[src/rtl/sub_word_seq_if.sv]
// sub_word_seq_if: request/response bundle for sub_word_seq.
//   master: key-schedule / cipher control (drives requests, accepts results)
//   slave : sub_word_seq itself
//   in_valid/in_ready  request handshake; in_word, in_rot, in_rcon request payload
//   out_valid/out_ready result handshake; out_word result payload
interface sub_word_seq_if #(
    parameter int BYTES = 4
);
    localparam int W = 8 * BYTES;

    logic         in_valid;
    logic         in_ready;
    logic [W-1:0] in_word;
    logic         in_rot;
    logic [7:0]   in_rcon;
    logic         out_valid;
    logic         out_ready;
    logic [W-1:0] out_word;

    modport master (
        output in_valid, in_word, in_rot, in_rcon, out_ready,
        input  in_ready, out_valid, out_word
    );

    modport slave (
        input  in_valid, in_word, in_rot, in_rcon, out_ready,
        output in_ready, out_valid, out_word
    );
endinterface

[src/rtl/sub_word_seq.sv]
// sub_word_seq: sequential SubWord with optional RotWord and Rcon XOR.
//   Substitutes every byte of a BYTES-wide word through LANES shared S-boxes,
//   LANES bytes per cycle (MSB byte first), over BEATS = BYTES/LANES cycles.
//   Ports:
//     clk  rising-edge clock
//     rst  synchronous active-high reset
//     bus  sub_word_seq_if.slave (request in, result out, valid/ready each side)
//
// sbox: combinational AES S-box (multiplicative inverse in GF(2^8) followed by
//   the affine transform).
//   Ports: in_byte -> out_byte

module sbox (
    input  logic [7:0] in_byte,
    output logic [7:0] out_byte
);
    // GF(2^8) multiply modulo x^8 + x^4 + x^3 + x + 1
    function automatic logic [7:0] gmul(input logic [7:0] a, input logic [7:0] b);
        logic [7:0] p;
        logic [7:0] x;
        p = '0;
        x = a;
        for (int unsigned i = 0; i < 8; i++) begin
            if (b[i]) p = p ^ x;
            x = {x[6:0], 1'b0} ^ (x[7] ? 8'h1b : 8'h00);
        end
        return p;
    endfunction

    logic [7:0] inv;
    logic [7:0] sq;

    // inverse as x^254 = x^2 * x^4 * ... * x^128; maps 0 to 0 as required
    always_comb begin
        sq  = in_byte;
        inv = 8'h01;
        for (int unsigned i = 0; i < 7; i++) begin
            sq  = gmul(sq, sq);
            inv = gmul(inv, sq);
        end
    end

    assign out_byte = inv
                    ^ {inv[6:0], inv[7]}
                    ^ {inv[5:0], inv[7:6]}
                    ^ {inv[4:0], inv[7:5]}
                    ^ {inv[3:0], inv[7:4]}
                    ^ 8'h63;
endmodule

module sub_word_seq #(
    parameter int BYTES = 4,
    parameter int LANES = 1
) (
    input  logic           clk,
    input  logic           rst,
    sub_word_seq_if.slave  bus
);
    localparam int W      = 8 * BYTES;
    localparam int BEATS  = BYTES / LANES;
    localparam int BEAT_W = (BEATS > 1) ? $clog2(BEATS) : 1;
    localparam logic [BEAT_W-1:0] LAST_BEAT = BEAT_W'(BEATS - 1);

    typedef enum logic [1:0] {
        IDLE,
        BUSY,
        DONE
    } state_t;

    state_t            state_q, state_d;
    logic [BEAT_W-1:0] beat_q, beat_d;
    logic [W-1:0]      work_q, work_d;
    logic [7:0]        rcon_q, rcon_d;
    logic              out_valid_q, out_valid_d;
    logic [W-1:0]      out_word_q, out_word_d;

    logic [7:0]        sbox_in  [LANES];
    logic [7:0]        sbox_out [LANES];
    logic [W-1:0]      work_sub;
    logic [2*W-1:0]    in_dbl;

    // Bit offset of the byte handled by a lane in a given beat; byte 0 of the
    // sequence is the MSB byte of the word.
    function automatic int unsigned byte_lsb(input logic [BEAT_W-1:0] beat,
                                             input int unsigned      lane);
        int unsigned k;
        k = 32'(beat) * 32'(LANES) + lane;
        return 32'(W) - 32'd8 - 32'd8 * k;
    endfunction

    always_comb begin
        for (int unsigned l = 0; l < LANES; l++) begin
            sbox_in[l] = work_q[byte_lsb(beat_q, l) +: 8];
        end
    end

    for (genvar g = 0; g < LANES; g++) begin : g_lane
        sbox u_sbox (
            .in_byte  (sbox_in[g]),
            .out_byte (sbox_out[g])
        );
    end

    always_comb begin
        work_sub = work_q;
        for (int unsigned l = 0; l < LANES; l++) begin
            work_sub[byte_lsb(beat_q, l) +: 8] = sbox_out[l];
        end
    end

    // RotWord taken from a doubled word so the select also holds for BYTES == 1
    assign in_dbl = {bus.in_word, bus.in_word};

    always_comb begin
        state_d     = state_q;
        beat_d      = beat_q;
        work_d      = work_q;
        rcon_d      = rcon_q;
        out_valid_d = out_valid_q;
        out_word_d  = out_word_q;
        unique case (state_q)
            IDLE: begin
                if (bus.in_valid) begin
                    work_d  = bus.in_rot ? in_dbl[2*W-9 -: W] : bus.in_word;
                    rcon_d  = bus.in_rcon;
                    beat_d  = '0;
                    state_d = BUSY;
                end
            end
            BUSY: begin
                work_d = work_sub;
                if (beat_q == LAST_BEAT) begin
                    out_word_d  = work_sub ^ {rcon_q, {(W-8){1'b0}}};
                    out_valid_d = 1'b1;
                    beat_d      = '0;
                    state_d     = DONE;
                end else begin
                    beat_d = beat_q + 1'b1;
                end
            end
            DONE: begin
                if (bus.out_ready) begin
                    out_valid_d = 1'b0;
                    state_d     = IDLE;
                end
            end
            default: state_d = IDLE;
        endcase
    end

    always_ff @(posedge clk) begin
        if (rst) begin
            state_q     <= IDLE;
            beat_q      <= '0;
            work_q      <= '0;
            rcon_q      <= '0;
            out_valid_q <= 1'b0;
            out_word_q  <= '0;
        end else begin
            state_q     <= state_d;
            beat_q      <= beat_d;
            work_q      <= work_d;
            rcon_q      <= rcon_d;
            out_valid_q <= out_valid_d;
            out_word_q  <= out_word_d;
        end
    end

    assign bus.in_ready  = (state_q == IDLE) && !rst;
    assign bus.out_valid = out_valid_q;
    assign bus.out_word  = out_word_q;
endmodule

[src/flat_wrapper.sv]
// flat-port wrapper written by rule: the top's interface ports become plain ports
module sub_word_seq_flat 
#(
    parameter int BYTES = 4,
    parameter int LANES = 1
)
  (clk, rst, bus_in_valid, bus_in_word, bus_in_rot, bus_in_rcon, bus_out_ready, bus_in_ready, bus_out_valid, bus_out_word);
  sub_word_seq_if #(.BYTES(BYTES)) bus_i ();
  input  logic clk;
  input  logic rst;
  input wire logic [$bits(bus_i.in_valid)-1:0] bus_in_valid;
  input wire logic [$bits(bus_i.in_word)-1:0] bus_in_word;
  input wire logic [$bits(bus_i.in_rot)-1:0] bus_in_rot;
  input wire logic [$bits(bus_i.in_rcon)-1:0] bus_in_rcon;
  input wire logic [$bits(bus_i.out_ready)-1:0] bus_out_ready;
  output wire logic [$bits(bus_i.in_ready)-1:0] bus_in_ready;
  output wire logic [$bits(bus_i.out_valid)-1:0] bus_out_valid;
  output wire logic [$bits(bus_i.out_word)-1:0] bus_out_word;
  assign bus_i.in_valid = bus_in_valid;
  assign bus_i.in_word = bus_in_word;
  assign bus_i.in_rot = bus_in_rot;
  assign bus_i.in_rcon = bus_in_rcon;
  assign bus_i.out_ready = bus_out_ready;
  assign bus_in_ready = bus_i.in_ready;
  assign bus_out_valid = bus_i.out_valid;
  assign bus_out_word = bus_i.out_word;
  sub_word_seq #(.BYTES(BYTES), .LANES(LANES)) u_core (.clk(clk), .rst(rst), .bus(bus_i));
endmodule
[config.mk]
export PLATFORM = sky130hd
export DESIGN_NAME = sub_word_seq_flat
export DESIGN_NICKNAME = d
export VERILOG_FILES = /design/src/rtl/sub_word_seq_if.sv /design/src/rtl/sub_word_seq.sv /design/src/flat_wrapper.sv
export SDC_FILE = /design/constraint.sdc
export NUM_CORES = 1
export LEC_CHECK = 0
export CELL_PAD_IN_SITES_DETAIL_PLACEMENT = 0
export CELL_PAD_IN_SITES_GLOBAL_PLACEMENT = 2
export CORE_MARGIN = 1
export CORE_UTILIZATION = 39
export CTS_CLUSTER_SIZE = 14
export DETAILED_ROUTE_END_ITERATION = 10
export PLACE_DENSITY = 0.95
export REMOVE_ABC_BUFFERS = 1
export SYNTH_ARGS = -nofsm -noshare
export SYNTH_HDL_FRONTEND = slang
export SYNTH_SLANG_ARGS = --single-unit
[constraint.sdc]
create_clock -name clk -period 22 [get_ports clk]
set_input_delay 6.6 -clock clk [delete_from_list [all_inputs] [get_ports clk]]
set_output_delay 6.6 -clock clk [all_outputs]
set_load 0.05 [all_outputs]
---- Word-level counts from Yosys, hierarchy flattened ----
Cells that the tools add are included.
storage, ports and cells
  ROM bits ................................ 0
  memory bits (writable) .................. 0
  memories ................................ 0
  logic and storage cells ................. 440
  output and inout port bits .............. 34
  input bits .............................. 45
  latch bits .............................. 0
  bits in registers ....................... 77
cells by class
  bitwise operators ....................... 195
  mux-type cells .......................... 217
  $add $sub $neg .......................... 3
  shifts and indexed selects .............. 3
  divide/modulo/power cells ............... 0
  equal/unequal tests ..................... 6
  magnitude comparators ................... 0
  reduce and logical (&&, ||, !) cells .... 10
  multiply operators ...................... 0
operator list
  cell                     count
  $mux 8                   105
  $xor 8x8->8              95
  $xor 8x5->8              91
  $mux 5                   92
  $mux 32                  2
  $pmux 32 s2              1
  $neg 32->34              1
  $shift 8x34->32 const A  1
  $shiftx 8x34->32         1
  $shiftx 32x33->8         1
  $bwmux 32                1
  $xor 32x32->32           1
  $mux 2                   6
  $mux 7                   1
  $not 1->1 const A        7
  $mux 6                   1
  $pmux 2 s3               1
  $reduce_and 2->1         3
  $reduce_and 3->1         2
  $sub 5x5->6 const A      1
  $eq 2x2->1 const B       2
  $mux 4                   1
  $ne 2x2->1 const B       2
  $not 4->4                1
  11 further kinds         14

---- Logic depth before layout (Yosys ltp) ----
  depth in word-level cells ............... 137
  mapped depth ............................ 72
  mapped depth without buffers ............ 59

---- By module ----
A second synthesis with hierarchy kept.
second synthesis, totals
  cells, all modules ...................... 2,401
  area total of the unflattened synthesis .. 19,284.7 sq um
modules (own cells, without submodules)
  module        seq. area each (sq um)  cells each  times used  area an instance (sq um)
  sbox          0.0                     1,942       1           15,220.8
  sub_word_seq  1,541.5                 459         1           4,063.9

---- Least setup slack after synthesis ----
OpenSTA, ideal clock, no wires.
  kind .................................... register -> register
  start ................................... register u_core.beat_q[1]
  end ..................................... register u_core.work_q[3]
  arrival time ............................ 16.380 ns
  data required time ...................... 21.872 ns
  path buffers ............................ 13
  library setup time ...................... 0.128 ns
  clock period less this slack ............ 16.508 ns
  cell stages (with the launch flop) ...... 67
  slack ................................... 5.492 ns
  cells stage by stage .................... dfxtp_1 buf_4 mux4_2 buf_2 buf_2 ha_1 nand2_1 xnor2_1 inv_2 clkbuf_1 clkbuf_1 ha_1 buf_1 xor3_1 buf_2 nand2_1 xor2_1 or3_1 [... 31 more ...] xnor3_2 xnor3_1 nand2_1 o211ai_1 a221oi_2 xnor3_1 xnor3_2 xnor2_1 nor2_1 xor3_1 xnor3_1 xnor2_1 xnor3_2 xnor3_2 xnor2_1 o22ai_1 a221oi_1 nor2_1
on the way
  cells in the longest elaborated chain, start to end .. 134
  elaborated cells on any way between the ends .. 397
  those cells by class .................... 2 x add/sub; 3 x shift; 205 x mux; 187 x bitwise
RTL lines
  what                                               RTL line                                RTL
  start, declared                                    sub_word_seq.sv:71                      logic [BEAT_W-1:0] beat_q, beat_d;
  start signal, assigned                             sub_word_seq.sv:161                     beat_q <= beat_d;
  $sub 5x5->6 (*)                                    sub_word_seq.sv:88                      return 32'(W) - 32'd8 - 32'd8 * k;
  $shiftx 32x33->8                                   sub_word_seq.sv:93                      sbox_in[l] = work_q[byte_lsb(beat_q, l) +: 8];
  $mux 5 (tied with other cells)                     sub_word_seq.sv:25                      x = {x[6:0], 1'b0} ^ (x[7] ? 8'h1b : 8'h00);
  $xor 8x5->8 / $xor 8x8->8 (equally long branches)  sub_word_seq.sv:25, sub_word_seq.sv:24
  $xor 8x8->8 / $mux 8 (equally long branches)       sub_word_seq.sv:24                      if (b[i]) p = p ^ x;
  $mux 8 / $xor 8x8->8 (equally long branches)       sub_word_seq.sv:24
  $xor 8x8->8 / $mux 8 (equally long branches)       sub_word_seq.sv:24
  $mux 8 / $xor 8x8->8 (equally long branches)       sub_word_seq.sv:24
  [... 118 more ...]                                 n/a
  $xor 8x8->8                                        sub_word_seq.sv:44                      ^ {inv[6:0], inv[7]}
  $xor 8x8->8                                        sub_word_seq.sv:45                      ^ {inv[5:0], inv[7:6]}
  $xor 8x8->8                                        sub_word_seq.sv:46                      ^ {inv[4:0], inv[7:5]}
  $xor 8x8->8                                        sub_word_seq.sv:47                      ^ {inv[3:0], inv[7:4]}
  $not 4->4 (no source line)                         n/a
  $shiftx 8x34->32                                   sub_word_seq.sv:107                     work_sub[byte_lsb(beat_q, l) +: 8] = sbox_out[l];
  $bwmux 32 (*)                                      sub_word_seq.sv:107
  $pmux 32 s2 (*)                                    sub_word_seq.sv:121                     unique case (state_q)
  end signal, assigned                               sub_word_seq.sv:162                     work_q <= work_d;
  end, declared                                      sub_word_seq.sv:72                      logic [W-1:0] work_q, work_d;
Mark *: on every way between the ends. The rest lies on a longest branch, timed or not.
A chain may end at the register's enable or synchronous reset.

---- Final worst setup path ----
  start ................................... register u_core.beat_q[0]
  end ..................................... register u_core.work_q[3]
Same word-level chain as after synthesis.

==> metrics <==
Longest Clk Path Bufs 2; routed len/inst 19.1 µm; Max Freq 52.0 MHz; final instance area 21000 µm²; Critical Path End Type flop; crit path kind flop to flop; number of global-route vias before repair 17200; Slew @ Worst Pin 1130 ps; Core Box Area 48800 µm²; row count 81; final wirelength 59.9 mm; Post-CTS Setup Inserts 0; TritonCTS Sinks 77; sequential area share after synthesis 8.00%; mapped cell area 19300 µm²; area of the multi-input gates 17000 µm²; Unique masters post-synth 105; Inserted Diodes 0; largest net degree at the start of global routing 84; ys async rst share 0%; Initial Util 39.4%; CTS Hold Bufs 0; first-pass GRT wire length 96.0 mm; max cap viols 0; setup TNS 0 ps; Synth Flop Type dfxtp_1; Worst Hold Class flop to flop; Final setup viols 0; critical path data required time 22190 ps; CP max FO 21; Syn Area/Cell 7.74 µm²; register area 1540 µm²; Critical Path AT 19440 ps; first-pass detailed-route iteration total 5; area leader, netlist xnor2_1; Hold Fails Final Rpt 0; placed inst area 20700 µm²; Reg clk slew, reported paths 70 ps; yosys warns 0; CTS tree done; Ports 79; H-tree depth 3; RSZ-0062 raised after global routing false; top-count cell post-synth xnor2_1; Buf+Inv Stages, Crit Path 3; Detail Route Antenna Nets 0; DRT iter0 DRCs 1456; fin util 42.9%; Setup Skew 5.26 ps; most frequent CP cell xnor2_1; Placer Congestion 0.928; DRC 0; fillers 5001; port bufs 78; area share of the largest cell type after synthesis 18.4%; Die W 224 µm; Root Driver clkbuf_16; HPWL after DPL 43.3 mm; Critical Path Max Stage Delay 900 ps; Die Area 50300 µm²; Final Critical Period 19240 ps; Slew Viols, Final 0; Area Growth Syn to Fin 8.76%; crit-path leading delay family XOR/XNOR gates; vias per cell 5.73; slew margin rel. 24.4%; Net count, final 2522; grt ovf 0; fraction of layout cells with a size suffix above 1 8.14%; total track usage 23.2%; type of origin of the critical path flop; CP max stage cell dfxtp_1; post_cts resized 0; Die Span Y 224 µm; Tcrit/Tclk final 87.5%; top cells by count, synth xnor2_1, nor2_1, nand2_1, a21oi_1, clkbuf_1; total CTS buffers 9; Post-synth EDFFs 0; Syn Inst Count 2490; flops & latches, synth 77; status finished clean; Clk Latency, worst-skew pair 340 ps; Synth area leaders xnor2_1, xnor3_1, dfxtp_1, nor2_1, nand2_1; initial antenna violation count 0; detailed-route via count 18000
cells in the final DEF (no fill, tap or decap), types with 9 or more instances in the layout:
master and count:
nand3b_1 18, xnor3_1 95, o211ai_1 27, xor2_1 103, o31ai_1 9, o21ai_1 17, nand3_1 57, and2_1 14
a21oi_1 159, ha_1 12, nand2_1 314, dfxtp_1 77, a221o_1 15, a211oi_1 15, and3_1 14, nor3b_1 9
nor3_1 49, mux2_2 10, xor2_2 12, o221ai_1 15, clkdlybuf4s50_1 76, nand2b_1 19, clkbuf_16 9, o21ai_0 80
nor2b_1 15, nor2_1 330, xnor2_2 37, mux2i_1 84, o22ai_1 32, mux4_2 9, a21o_1 9, inv_1 21
xnor2_1 388, buf_4 61, xor3_1 18, a22oi_1 23, xnor3_2 11, a31oi_1 30
worst paths after layout:
kind,start,end,slack [ps],depth (start not counted)
min reg2reg,u_core.bus.out_word[20],u_core.bus.out_word[20],460,2
max,u_core.beat_q[0],u_core.work_q[3],2760,58
min,u_core.bus.out_word[20],u_core.bus.out_word[20],460,2
max reg2reg,u_core.beat_q[0],u_core.work_q[3],2760,58
area by class of cell:
cell class / count / share of cell area, %
clock buffer: 9 / 1.07
clock inverter: 6 / 0.346
inverter: 28 / 0.502
multi-input combinational: 2210 / 80.9
sequential: 77 / 7.36
tap: 664 / 3.96
timing repair buffer: 139 / 5.86
worst reg2reg max path, delay by kind of cell (launching register included):
kind	cells	cell delay (ps)
flops	1	900
simple gates	10	2210
buf+inv	3	870
xor+xnor	21	6980
compound gates	16	4770
fa+ha+maj	4	1800
mux	4	1550
per-stage QoR:
step	setup slack, ps	cells	hold WS [ps]
floorplan	3290	2315	442
global placement	3500	3118	444
detailed placement	3010	3118	446
CTS	2930	3133	460
global route	1200	3133	481
finish	2760	3133	458
sequential cells by signal (all words and copies together), names as in the netlist:
register,count
u_core.beat_q,2
u_core.bus.out_valid,1
u_core.bus.out_word,32
u_core.rcon_q,8
u_core.state_q,2
u_core.work_q,32
cell families (layout without fill, tap and decap cells):
family / count (synthesis) / after routing / share of synthesized area [%]
AO/OA/AOI/OAI: 529 / 529 / 18.2
XOR/XNOR: 672 / 672 / 41.6
adder cells (fa/ha/maj): 12 / 12 / 0.779
buffers and inverters: 203 / 182 / 4.66
flip-flops: 77 / 77 / 8.00
multiplexers: 108 / 108 / 6.38
AND/OR/NAND/NOR: 889 / 889 / 20.3
routing by layer:
| metal | track usage [%] | share of wire [%] | wire, µm |
|---|---|---|---|
| met1 | 32.1 | 46 | 27400 |
| met2 | 40.1 | 48 | 28700 |
| met3 | 1.33 | 4.9 | 2920 |
| met4 | 4.21 | 1.4 | 860 |
| met5 | 0 | 0 | 0 |
Power is left out: the tool's default activity adds up to more than one toggle a clock period on the data nets, which glitch-free logic cannot reach.
